<file path="src/rtl/alu_pkg.sv">
// Shared ALU definitions: operation codes, MIPS opcode/funct constants and
// the issue-entry record passed from the issue stage to the ALU.
package alu_pkg;

  // ALU operation codes, shared with the ALU itself
  localparam logic [3:0] ALU_AND  = 4'b0000;
  localparam logic [3:0] ALU_OR   = 4'b0001;
  localparam logic [3:0] ALU_ADD  = 4'b0010;
  localparam logic [3:0] ALU_SUB  = 4'b0011;
  localparam logic [3:0] ALU_NOR  = 4'b0100;
  localparam logic [3:0] ALU_XOR  = 4'b0101;
  localparam logic [3:0] ALU_SLT  = 4'b0110;
  localparam logic [3:0] ALU_SLL  = 4'b0111;
  localparam logic [3:0] ALU_SRL  = 4'b1000;
  localparam logic [3:0] ALU_SUBU = 4'b1001;
  localparam logic [3:0] ALU_ADDU = 4'b1011;

  // Primary opcodes (instr[31:26])
  localparam logic [5:0] OPC_RTYPE = 6'h00;
  localparam logic [5:0] OPC_ADDI  = 6'h08;
  localparam logic [5:0] OPC_ADDIU = 6'h09;
  localparam logic [5:0] OPC_SLTI  = 6'h0A;
  localparam logic [5:0] OPC_ANDI  = 6'h0C;
  localparam logic [5:0] OPC_ORI   = 6'h0D;
  localparam logic [5:0] OPC_XORI  = 6'h0E;

  // R-type function codes (instr[5:0])
  localparam logic [5:0] FN_SLL  = 6'h00;
  localparam logic [5:0] FN_SRL  = 6'h02;
  localparam logic [5:0] FN_ADD  = 6'h20;
  localparam logic [5:0] FN_ADDU = 6'h21;
  localparam logic [5:0] FN_SUB  = 6'h22;
  localparam logic [5:0] FN_SUBU = 6'h23;
  localparam logic [5:0] FN_AND  = 6'h24;
  localparam logic [5:0] FN_OR   = 6'h25;
  localparam logic [5:0] FN_XOR  = 6'h26;
  localparam logic [5:0] FN_NOR  = 6'h27;
  localparam logic [5:0] FN_SLT  = 6'h2A;

  typedef struct packed {
    logic [3:0]  alu_op;
    logic [31:0] op_a;
    logic [31:0] op_b;
    logic [4:0]  shmt;
    logic [4:0]  dest;
  } issue_entry_t;

endpackage

</file>
<file path="src/rtl/alu_decode.sv">
// Combinational decode of one MIPS R/I-type instruction plus its register
// operands into an ALU issue entry. Unknown encodings raise illegal.
module alu_decode
  import alu_pkg::*;
(
  input  logic [31:0]  instr,
  input  logic [31:0]  rs_data,
  input  logic [31:0]  rt_data,
  output issue_entry_t entry,
  output logic         illegal
);

  logic [5:0]  opcode;
  logic [5:0]  funct;
  logic [31:0] imm_sext;
  logic [31:0] imm_zext;
  logic        unused_rs_idx;

  assign opcode   = instr[31:26];
  assign funct    = instr[5:0];
  assign imm_sext = {{16{instr[15]}}, instr[15:0]};
  assign imm_zext = {16'h0000, instr[15:0]};
  // rs index is resolved by the register file; only its data is used here
  assign unused_rs_idx = ^instr[25:21];

  // Opcode/funct decode into ALU op and operand selection
  always_comb begin
    entry   = '0;
    illegal = 1'b0;
    if (opcode == OPC_RTYPE) begin
      entry.op_a = rs_data;
      entry.op_b = rt_data;
      entry.shmt = instr[10:6];
      entry.dest = instr[15:11];
      unique case (funct)
        FN_AND:  entry.alu_op = ALU_AND;
        FN_OR:   entry.alu_op = ALU_OR;
        FN_ADD:  entry.alu_op = ALU_ADD;
        FN_SUB:  entry.alu_op = ALU_SUB;
        FN_NOR:  entry.alu_op = ALU_NOR;
        FN_XOR:  entry.alu_op = ALU_XOR;
        FN_SLT:  entry.alu_op = ALU_SLT;
        FN_SUBU: entry.alu_op = ALU_SUBU;
        FN_ADDU: entry.alu_op = ALU_ADDU;
        FN_SLL: begin
          entry.alu_op = ALU_SLL;
          entry.op_a   = rt_data;
        end
        FN_SRL: begin
          entry.alu_op = ALU_SRL;
          entry.op_a   = rt_data;
        end
        default: illegal = 1'b1;
      endcase
    end else begin
      entry.op_a = rs_data;
      entry.dest = instr[20:16];
      entry.shmt = 5'd0;
      unique case (opcode)
        OPC_ADDI:  begin entry.alu_op = ALU_ADD;  entry.op_b = imm_sext; end
        OPC_ADDIU: begin entry.alu_op = ALU_ADDU; entry.op_b = imm_sext; end
        OPC_SLTI:  begin entry.alu_op = ALU_SLT;  entry.op_b = imm_sext; end
        OPC_ANDI:  begin entry.alu_op = ALU_AND;  entry.op_b = imm_zext; end
        OPC_ORI:   begin entry.alu_op = ALU_OR;   entry.op_b = imm_zext; end
        OPC_XORI:  begin entry.alu_op = ALU_XOR;  entry.op_b = imm_zext; end
        default:   illegal = 1'b1;
      endcase
    end
  end

endmodule

</file>
<file path="src/rtl/alu_issue_stage.sv">
// ALU issue stage: decodes an instruction and holds the result in an output
// (head) register backed by a one-entry skid buffer. in_ready depends only
// on registered skid occupancy, so out_ready never reaches it combinationally.
// Optional build macro ISSUE_ILLEGAL_CNT_EN adds a saturating illegal_cnt output.
module alu_issue_stage
  import alu_pkg::*;
(
  input  logic        CLOCK_50,
  input  logic        reset_n,
  input  logic        in_valid,
  output logic        in_ready,
  input  logic [31:0] instr,
  input  logic [31:0] rs_data,
  input  logic [31:0] rt_data,
  input  logic        flush,
  output logic        out_valid,
  input  logic        out_ready,
  output logic [3:0]  ALU_OP,
  output logic [31:0] op_a,
  output logic [31:0] op_b,
  output logic [4:0]  shmt,
  output logic [4:0]  dest,
`ifdef ISSUE_ILLEGAL_CNT_EN
  output logic [15:0] illegal_cnt,
`endif
  output logic        illegal
);

  issue_entry_t dec_entry;
  logic         dec_illegal;

  issue_entry_t head_q, head_d;
  issue_entry_t skid_q, skid_d;
  logic         head_valid_q, head_valid_d;
  logic         skid_valid_q, skid_valid_d;
  logic         illegal_q, illegal_d;

  logic accept;
  logic consume;
  logic legal_acc;

  alu_decode u_decode (
    .instr   (instr),
    .rs_data (rs_data),
    .rt_data (rt_data),
    .entry   (dec_entry),
    .illegal (dec_illegal)
  );

  assign in_ready  = ~skid_valid_q;
  assign accept    = in_valid & in_ready;
  assign consume   = head_valid_q & out_ready;
  assign legal_acc = accept & ~dec_illegal;

  // Head/skid occupancy and data movement; flush overrides everything
  always_comb begin
    head_d       = head_q;
    skid_d       = skid_q;
    head_valid_d = head_valid_q;
    skid_valid_d = skid_valid_q;
    illegal_d    = 1'b0;
    if (flush) begin
      head_valid_d = 1'b0;
      skid_valid_d = 1'b0;
    end else begin
      illegal_d = accept & dec_illegal;
      if (consume) begin
        // skid occupied implies no accept this cycle (in_ready low)
        if (skid_valid_q) begin
          head_d       = skid_q;
          skid_valid_d = 1'b0;
        end else if (legal_acc) begin
          head_d       = dec_entry;
          head_valid_d = 1'b1;
        end else begin
          head_valid_d = 1'b0;
        end
      end else if (legal_acc) begin
        if (!head_valid_q) begin
          head_d       = dec_entry;
          head_valid_d = 1'b1;
        end else begin
          skid_d       = dec_entry;
          skid_valid_d = 1'b1;
        end
      end
    end
  end

  // State registers
  always_ff @(posedge CLOCK_50 or negedge reset_n) begin
    if (!reset_n) begin
      head_q       <= '0;
      skid_q       <= '0;
      head_valid_q <= 1'b0;
      skid_valid_q <= 1'b0;
      illegal_q    <= 1'b0;
    end else begin
      head_q       <= head_d;
      skid_q       <= skid_d;
      head_valid_q <= head_valid_d;
      skid_valid_q <= skid_valid_d;
      illegal_q    <= illegal_d;
    end
  end

`ifdef ISSUE_ILLEGAL_CNT_EN
  logic [15:0] illegal_cnt_q, illegal_cnt_d;

  // Saturating count of illegal pulses; survives flush
  always_comb begin
    illegal_cnt_d = illegal_cnt_q;
    if (illegal_d && (illegal_cnt_q != 16'hFFFF))
      illegal_cnt_d = illegal_cnt_q + 16'd1;
  end

  // Counter register
  always_ff @(posedge CLOCK_50 or negedge reset_n) begin
    if (!reset_n) illegal_cnt_q <= 16'h0000;
    else          illegal_cnt_q <= illegal_cnt_d;
  end

  assign illegal_cnt = illegal_cnt_q;
`endif

  assign out_valid = head_valid_q;
  assign ALU_OP    = head_q.alu_op;
  assign op_a      = head_q.op_a;
  assign op_b      = head_q.op_b;
  assign shmt      = head_q.shmt;
  assign dest      = head_q.dest;
  assign illegal   = illegal_q;

endmodule

</file>
<file path="config.mk">
export PLATFORM = sky130hd
export DESIGN_NAME = alu_issue_stage
export DESIGN_NICKNAME = d
export VERILOG_FILES = /design/src/rtl/alu_pkg.sv /design/src/rtl/alu_decode.sv /design/src/rtl/alu_issue_stage.sv
export SDC_FILE = /design/constraint.sdc
export NUM_CORES = 1
export LEC_CHECK = 0
export ABC_AREA = 1
export BUFFER_PORTS_ARGS = -buffer_cell sky130_fd_sc_hd__buf_2
export CORE_UTILIZATION = 40
export DETAILED_ROUTE_END_ITERATION = 6
export SLEW_MARGIN = 20
export SYNTH_ARGS = -nofsm -noshare
export SYNTH_HDL_FRONTEND = slang
export SYNTH_SLANG_ARGS = --single-unit
</file>
<file path="constraint.sdc">
create_clock -name CLOCK_50 -period 5 [get_ports CLOCK_50]
set_clock_uncertainty 0.1 [all_clocks]
set_input_delay 0.75 -clock CLOCK_50 [delete_from_list [all_inputs] [get_ports CLOCK_50]]
set_output_delay 0.75 -clock CLOCK_50 [all_outputs]
set_load 0.02 [all_outputs]
</file>
==> flow_metrics.py, run 1 <==
metrics = {
    "status": {
        "status": "completed",
    },
    "route": {
        "vias": 8253,
        "drc": 0,
        "avgViaCountPerCell": 5.145,
        "wl_mm": 26.24,
        "wl_per_cell_um": 16.36,
        "drtPass1Iterations": 5,
        "ant_nets": 0,
        "drtIter0Drc": 682,
    },
    "logic_synthesis": {
        "yosys_warnings": 0,
        "synth_compound_area_share_pct": 4.675,
        "synthAdderAreaFrac_pct": 0,
        "synth.cell_area_um2": 8431,
        "netlist.area_leader.share_pct": 47.20,
        "yosysTopAreaCell": "dfrtp_1",
        "synthTopCellsByArea": "dfrtp_1, nand2_1, nand4_1",
        "synth.distinct_cells": 25,
        "synth_top_family_by_area": "simple AND/OR/NAND/NOR gates",
        "synth_xor_area_share_pct": 0,
        "ys_seq_elements": 159,
        "synth.avg_cell_area_um2": 7.037,
        "syn-instance-count": 1198,
        "synthSimpleGateAreaFrac_pct": 40.81,
        "ys_seq_area_share_pct": 47.20,
        "syn_nets": 1299,
        "synth_mux_area_share_pct": 0,
    },
    "timing": {
        "slew_violations": 0,
        "fin_ws_ns": 1.971,
        "final-hold-violation-count": 0,
        "finalSetupViolCount": 0,
        "whs_ns": 0.3084,
        "fmax_mhz": 330.2,
        "tightestPinTransition_ns": 1.000,
        "min_period_ns": 3.029,
        "max-slew-margin-rel_pct": 33.30,
        "grt_setup_unrepaired": "false",
        "fin_crit_sh_pct": 60.58,
        "setup_tns_ns": 0,
    },
    "cells_and_area": {
        "drive_gt1_share_pct": 18.07,
        "final_nets": 1422,
        "area.growth.synth_to_final_pct": 18.42,
        "stdcell_area_um2": 9983,
        "num_antenna_cells": 0,
    },
    "floorplan": {
        "die-area_um2": 21660,
        "io_pins": 182,
        "start_util_pct": 41.27,
        "die_h_um": 147.2,
        "rows": 52,
        "die_w_um": 147.2,
        "core_area_um2": 20430,
    },
    "clocking": {
        "clkTransAtPathRegs_ns": 0.06,
        "clock-sinks": 159,
        "cts_hold_buffers": 0,
        "clk_latency_ns": 0.43,
        "cts_buffer_depth": 2,
        "cts_tree": "done",
        "cts_setup_buffers": 0,
        "post_cts_resized": 0,
        "h-tree-depth": 4,
        "root_buffer": "clkbuf_16",
        "cts_buffers": 17,
    },
    "place": {
        "place_hpwl_mm": 15.58,
        "dpl_cell_area_um2": 9423,
        "gp_congestion": 0.8246,
        "pre_cts_ws_ns": 1.576,
        "portBuffers": 176,
    },
    "global_route": {
        "grt_start_max_net_pins": 92,
        "grt_pass1_wl_mm": 42.12,
        "grt_antenna_before_repair": 0,
        "grt-ovfl-total": 0,
        "grt_use_total_pct": 24.65,
        "grt_pass1_vias": 7823,
    },
    "critical_path": {
        "critPathMaxFanout": 79,
        "endpoint_kind": "flip-flop",
        "worstSetupStartpointType": "flip-flop",
        "worstSetupPathType": "reg2reg",
        "worst-endpoint-arrival_ns": 3.24,
        "cp.required_ns": 5.21,
    },
    "power_and_ir_drop": {
        "power_frac_comb_pct": 15.4,
        "sw_frac_of_total_pct": 30.09,
        "ir_drop_uv": 230.8,
        "p_switching_mw": 0.9557,
        "seqPwrFrac_pct": 44.8,
        "p_int_mw": 2.220,
        "p_leak_nw": 5.972,
        "powerDensity_nw_per_um2": 318.1,
        "p_clk_share_pct": 39.8,
    },
    "flow_run": {
        "drv_cap": 0,
    },
    "hold_path": {
        "hp-class": "in2async",
    },
}
[flip-flops by register name, indices dropped and copies added (netlist names)]
register / count
op_a: 32
illegal: 1
ALU_OP: 4
dest: 5
op_b: 32
skid_q: 78
skid_valid_q: 1
shmt: 5
out_valid: 1
[metal layers]
metal	GRT usage [%]	vias up	share of wire [%]
met3	3.882	28	5.9
li1	-	4079	-
met1	34.14	3856	46
met2	40.00	290	46
met5	0	-	0
met4	6.649	0	1.4
[stage by stage]
stage | instances | power [mW] | utilization (%)
after detailed placement | 1572 | 1.941 | 46.12
after floorplan | 1198 | 1.719 | -
after CTS | 1604 | 3.208 | 48.87
after global placement | 1572 | 1.938 | 46.12
final | 1604 | 3.176 | 48.87
after global routing | 1604 | 3.324 | 48.87
[cells in the final DEF (no fill, tap or decap), types with 6 or more instances in the layout]
| master | netlist | final |
|---|---|---|
| nand2_1 | 613 | 613 |
| buf_2 | 22 | 175 |
| dfrtp_1 | 159 | 159 |
| nand3_1 | 94 | 93 |
| nand4_1 | 78 | 78 |
| inv_1 | 54 | 54 |
| o21ai_1 | 31 | 31 |
| o21ai_0 | 24 | 24 |
| nor2_1 | 22 | 18 |
| clkbuf_16 | 0 | 17 |
| o22ai_1 | 16 | 16 |
| buf_4 | 2 | 14 |
| nor2_4 | 2 | 6 |
[layout make-up]
cell class | instances | area (um^2)
Clock buffer | 18 | 429.2
Clock inverter | 14 | 131.4
Fill cell | 2168 | 10450
Inverter | 58 | 217.7
Multi-Input combinational cell | 894 | 3876
Sequential cell | 159 | 3979
Tap cell | 270 | 337.8
Timing Repair Buffer | 191 | 1012
[power by group through the flow]
stage                     registers (mW)  clock network [mW]  logic, mW
after global placement              1.45                   0      0.492
after floorplan                     1.55                   0      0.167
after CTS                           1.42                1.29      0.494
after global routing                1.43                1.35      0.539
after detailed placement            1.45                   0      0.493
final                               1.42                1.26      0.488
[cells by family after synthesis]
logic type      Yosys count
flops                   159
buf+inv                 145
simple gates            820
compound gates           74
[worst max-delay path: stages, from the launching register on]
cell     delay (ns)
dfrtp_1        0.42
inv_1          0.13
nor2_4         0.04
buf_4          0.26
nor2_4         0.12
buf_4          0.76
nand2_4        0.73
nand2_1        0.24
nand2_1        0.06
[synthesized netlist by cell type, drive strengths merged]
library cell / n
and2: 1
buf: 39
nand2: 615
dfrtp: 159
nand3: 95
o21ai: 55
a31oi: 1
nor3: 3
a21oi: 1
inv: 58
nor2: 27
nand4: 78
or2: 1
a21o: 1
clkbuf: 48
o22ai: 16
[final timing paths]
check / startpoint / endpoint / slack [ns] / cells after the start
hold / removal: reset_n / op_a[28] / 0.31 / 1
setup reg to reg: out_valid / op_a[3] / 1.97 / 8
setup / recovery: out_valid / op_a[3] / 1.97 / 8
max in group asynchronous: reset_n / op_b[14] / 3.61 / 2
hold reg to reg: op_a[1] / op_a[1] / 0.37 / 2
min in group CLOCK_50: op_a[1] / op_a[1] / 0.37 / 2
Note: power is estimated with default switching activity, not from simulation.
==> run 2: changes to the inputs <==
==> constraint.sdc (replaced) <==
create_clock -name CLOCK_50 -period 2.5 [get_ports CLOCK_50]
set_clock_uncertainty 0.1 [all_clocks]
set_input_delay 0.375 -clock CLOCK_50 [delete_from_list [all_inputs] [get_ports CLOCK_50]]
set_output_delay 0.375 -clock CLOCK_50 [all_outputs]
set_load 0.02 [all_outputs]
==> flow_metrics.py, run 2 (same netlist as run 1, synthesis figures left out) <==
metrics = {
    "status": {
        "status": "completed",
    },
    "place": {
        "gp_congestion": 0.8602,
        "portBuffers": 176,
        "dpl_cell_area_um2": 9620,
        "place_hpwl_mm": 16.71,
    },
    "global_route": {
        "use_met3_pct": 4.255,
        "grt_use_total_pct": 25.07,
        "grt_use_met2_pct": 40.47,
        "grt-ovfl-total": 0,
        "busiest_layer": "met2",
        "grt_antenna_before_repair": 0,
        "grt_pass1_wl_mm": 42.86,
        "met1_usage_pct": 34.64,
        "grt_pass1_vias": 8014,
        "grt_start_max_net_pins": 80,
    },
    "timing": {
        "final-hold-violation-count": 0,
        "finalSetupViolCount": 0,
        "tightestPinTransition_ns": 0.6295,
        "min_period_ns": 1.836,
        "slew_violations": 0,
        "fin_crit_sh_pct": 73.44,
        "whs_ns": 0.1824,
        "fmax_mhz": 544.7,
        "setup_tns_ns": 0,
        "max-slew-margin-rel_pct": 57.93,
        "grt_setup_unrepaired": "false",
    },
    "cells_and_area": {
        "final_cell_mix": "nand2_1, buf_2, dfrtp_1, nand3_1, nand4_1",
        "num_antenna_cells": 0,
        "regMostFlops": "skid_q",
        "final_nets": 1436,
        "area.growth.synth_to_final_pct": 21.04,
        "largest_reg_flops": 78,
        "stdcell_area_um2": 10200,
        "multiInputGateArea_um2": 3876,
        "final_common_cell": "nand2_1",
        "nFillCells": 2111,
        "drive_gt1_share_pct": 18.92,
        "final_util_pct": 49.95,
        "regArea_um2": 3979,
    },
    "floorplan": {
        "io_pins": 182,
        "start_util_pct": 41.27,
        "rows": 52,
        "die_h_um": 147.2,
        "die_w_um": 147.2,
        "die-area_um2": 21660,
        "core_area_um2": 20430,
    },
    "route": {
        "wl_mm": 26.43,
        "avgViaCountPerCell": 5.130,
        "drtIter0Drc": 633,
        "vias": 8301,
        "wl_per_cell_um": 16.34,
        "drtPass1Iterations": 5,
        "ant_nets": 0,
        "drc": 0,
    },
    "power_and_ir_drop": {
        "powerDensity_nw_per_um2": 627.0,
        "p_leak_nw": 6.088,
        "ir_drop_uv": 487.7,
        "power_mw": 6.398,
    },
    "flow_run": {
        "drv_cap": 0,
    },
    "critical_path": {
        "cp.required_ns": 2.76,
        "critPathTopFamily": "simple AND/OR/NAND/NOR gates",
        "crit_buf_inv": 3,
        "cp_slowest_cell": "dfrtp_1",
        "critPathMaxFanout": 33,
        "worst-endpoint-arrival_ns": 2.10,
        "cpPeakStageDelay_ns": 0.37,
        "worstSetupStartpointType": "flip-flop",
        "worstSetupPathType": "reg2reg",
        "path_cells": "inv_1 > nand2_1 > inv_1 > nand3_1 > nand2_2 > buf_4 > nand3_1 > nand2_1",
        "endpoint_kind": "flip-flop",
    },
    "clocking": {
        "cts_buffers": 17,
        "clkTransAtPathRegs_ns": 0.06,
        "clock-sinks": 159,
        "cts_buffer_depth": 2,
        "h-tree-depth": 4,
        "root_buffer": "clkbuf_16",
        "cts_setup_buffers": 0,
        "clk_latency_ns": 0.43,
        "cts_tree": "done",
    },
    "hold_path": {
        "hp-class": "in2reg",
    },
}
run 2: changes by cell type in the layout (fill, tap and decap cells not counted), sizes merged:
cell	delta
buf	+13
dlygate4sd3	+1
inv	-2
clkinv	+2
run 2: worst reg2reg max path, delay by kind of cell, from the launching register on:
kind | cells | cell delay [ns]
AND/OR/NAND/NOR | 5 | 0.73
buffers and inverters | 3 | 0.58
flip-flops | 1 | 0.37
run 2: worst paths after layout:
check,start,end,slack [ns],cells past startpoint
max,skid_valid_q,dest[2],0.66,8
min in group asynchronous,reset_n,op_a[28],0.37,2
min reg2reg,op_a[2],op_a[2],0.36,2
max in group asynchronous,reset_n,skid_q[4],1.23,3
min,flush,illegal,0.18,2
max reg2reg,skid_valid_q,dest[2],0.66,8
run 2: timing repair:
action	4_1_cts	5_1_grt
hold buffers	1	0
resized for setup	0	0
hold endpoints to repair	45	0
run 2: through the flow:
step           cells  worst slack, ns
2_1_floorplan   1198           0.6261
3_3_place_gp    1585           0.2650
3_5_place_dp    1585           0.2344
4_1_cts         1618           0.6262
5_1_grt         1618           0.5252
6_report        1618           0.6640
run 2: layer usage:
metal / up-vias / wire [um]
met5: - / 0
met4: 0 / 356
met3: 22 / 1643
met2: 285 / 12570
met1: 3865 / 11860
li1: 4129 / -
run 2: cell type report:
| type | instances | share of cell area [%] |
|---|---|---|
| Clock buffer | 18 | 4.304 |
| Clock inverter | 14 | 1.324 |
| Multi-Input combinational cell | 894 | 37.98 |
| Timing Repair Buffer | 205 | 11.95 |
| Tap cell | 270 | 3.310 |
| Inverter | 58 | 2.133 |
| Sequential cell | 159 | 38.99 |
run 2: power breakdown:
group | internal, mW | switching, mW | leakage, nW
logic | 0.313 | 0.687 | 3.64
registers | 2.75 | 0.0931 | 2.17
clock network | 1.41 | 1.14 | 0.281
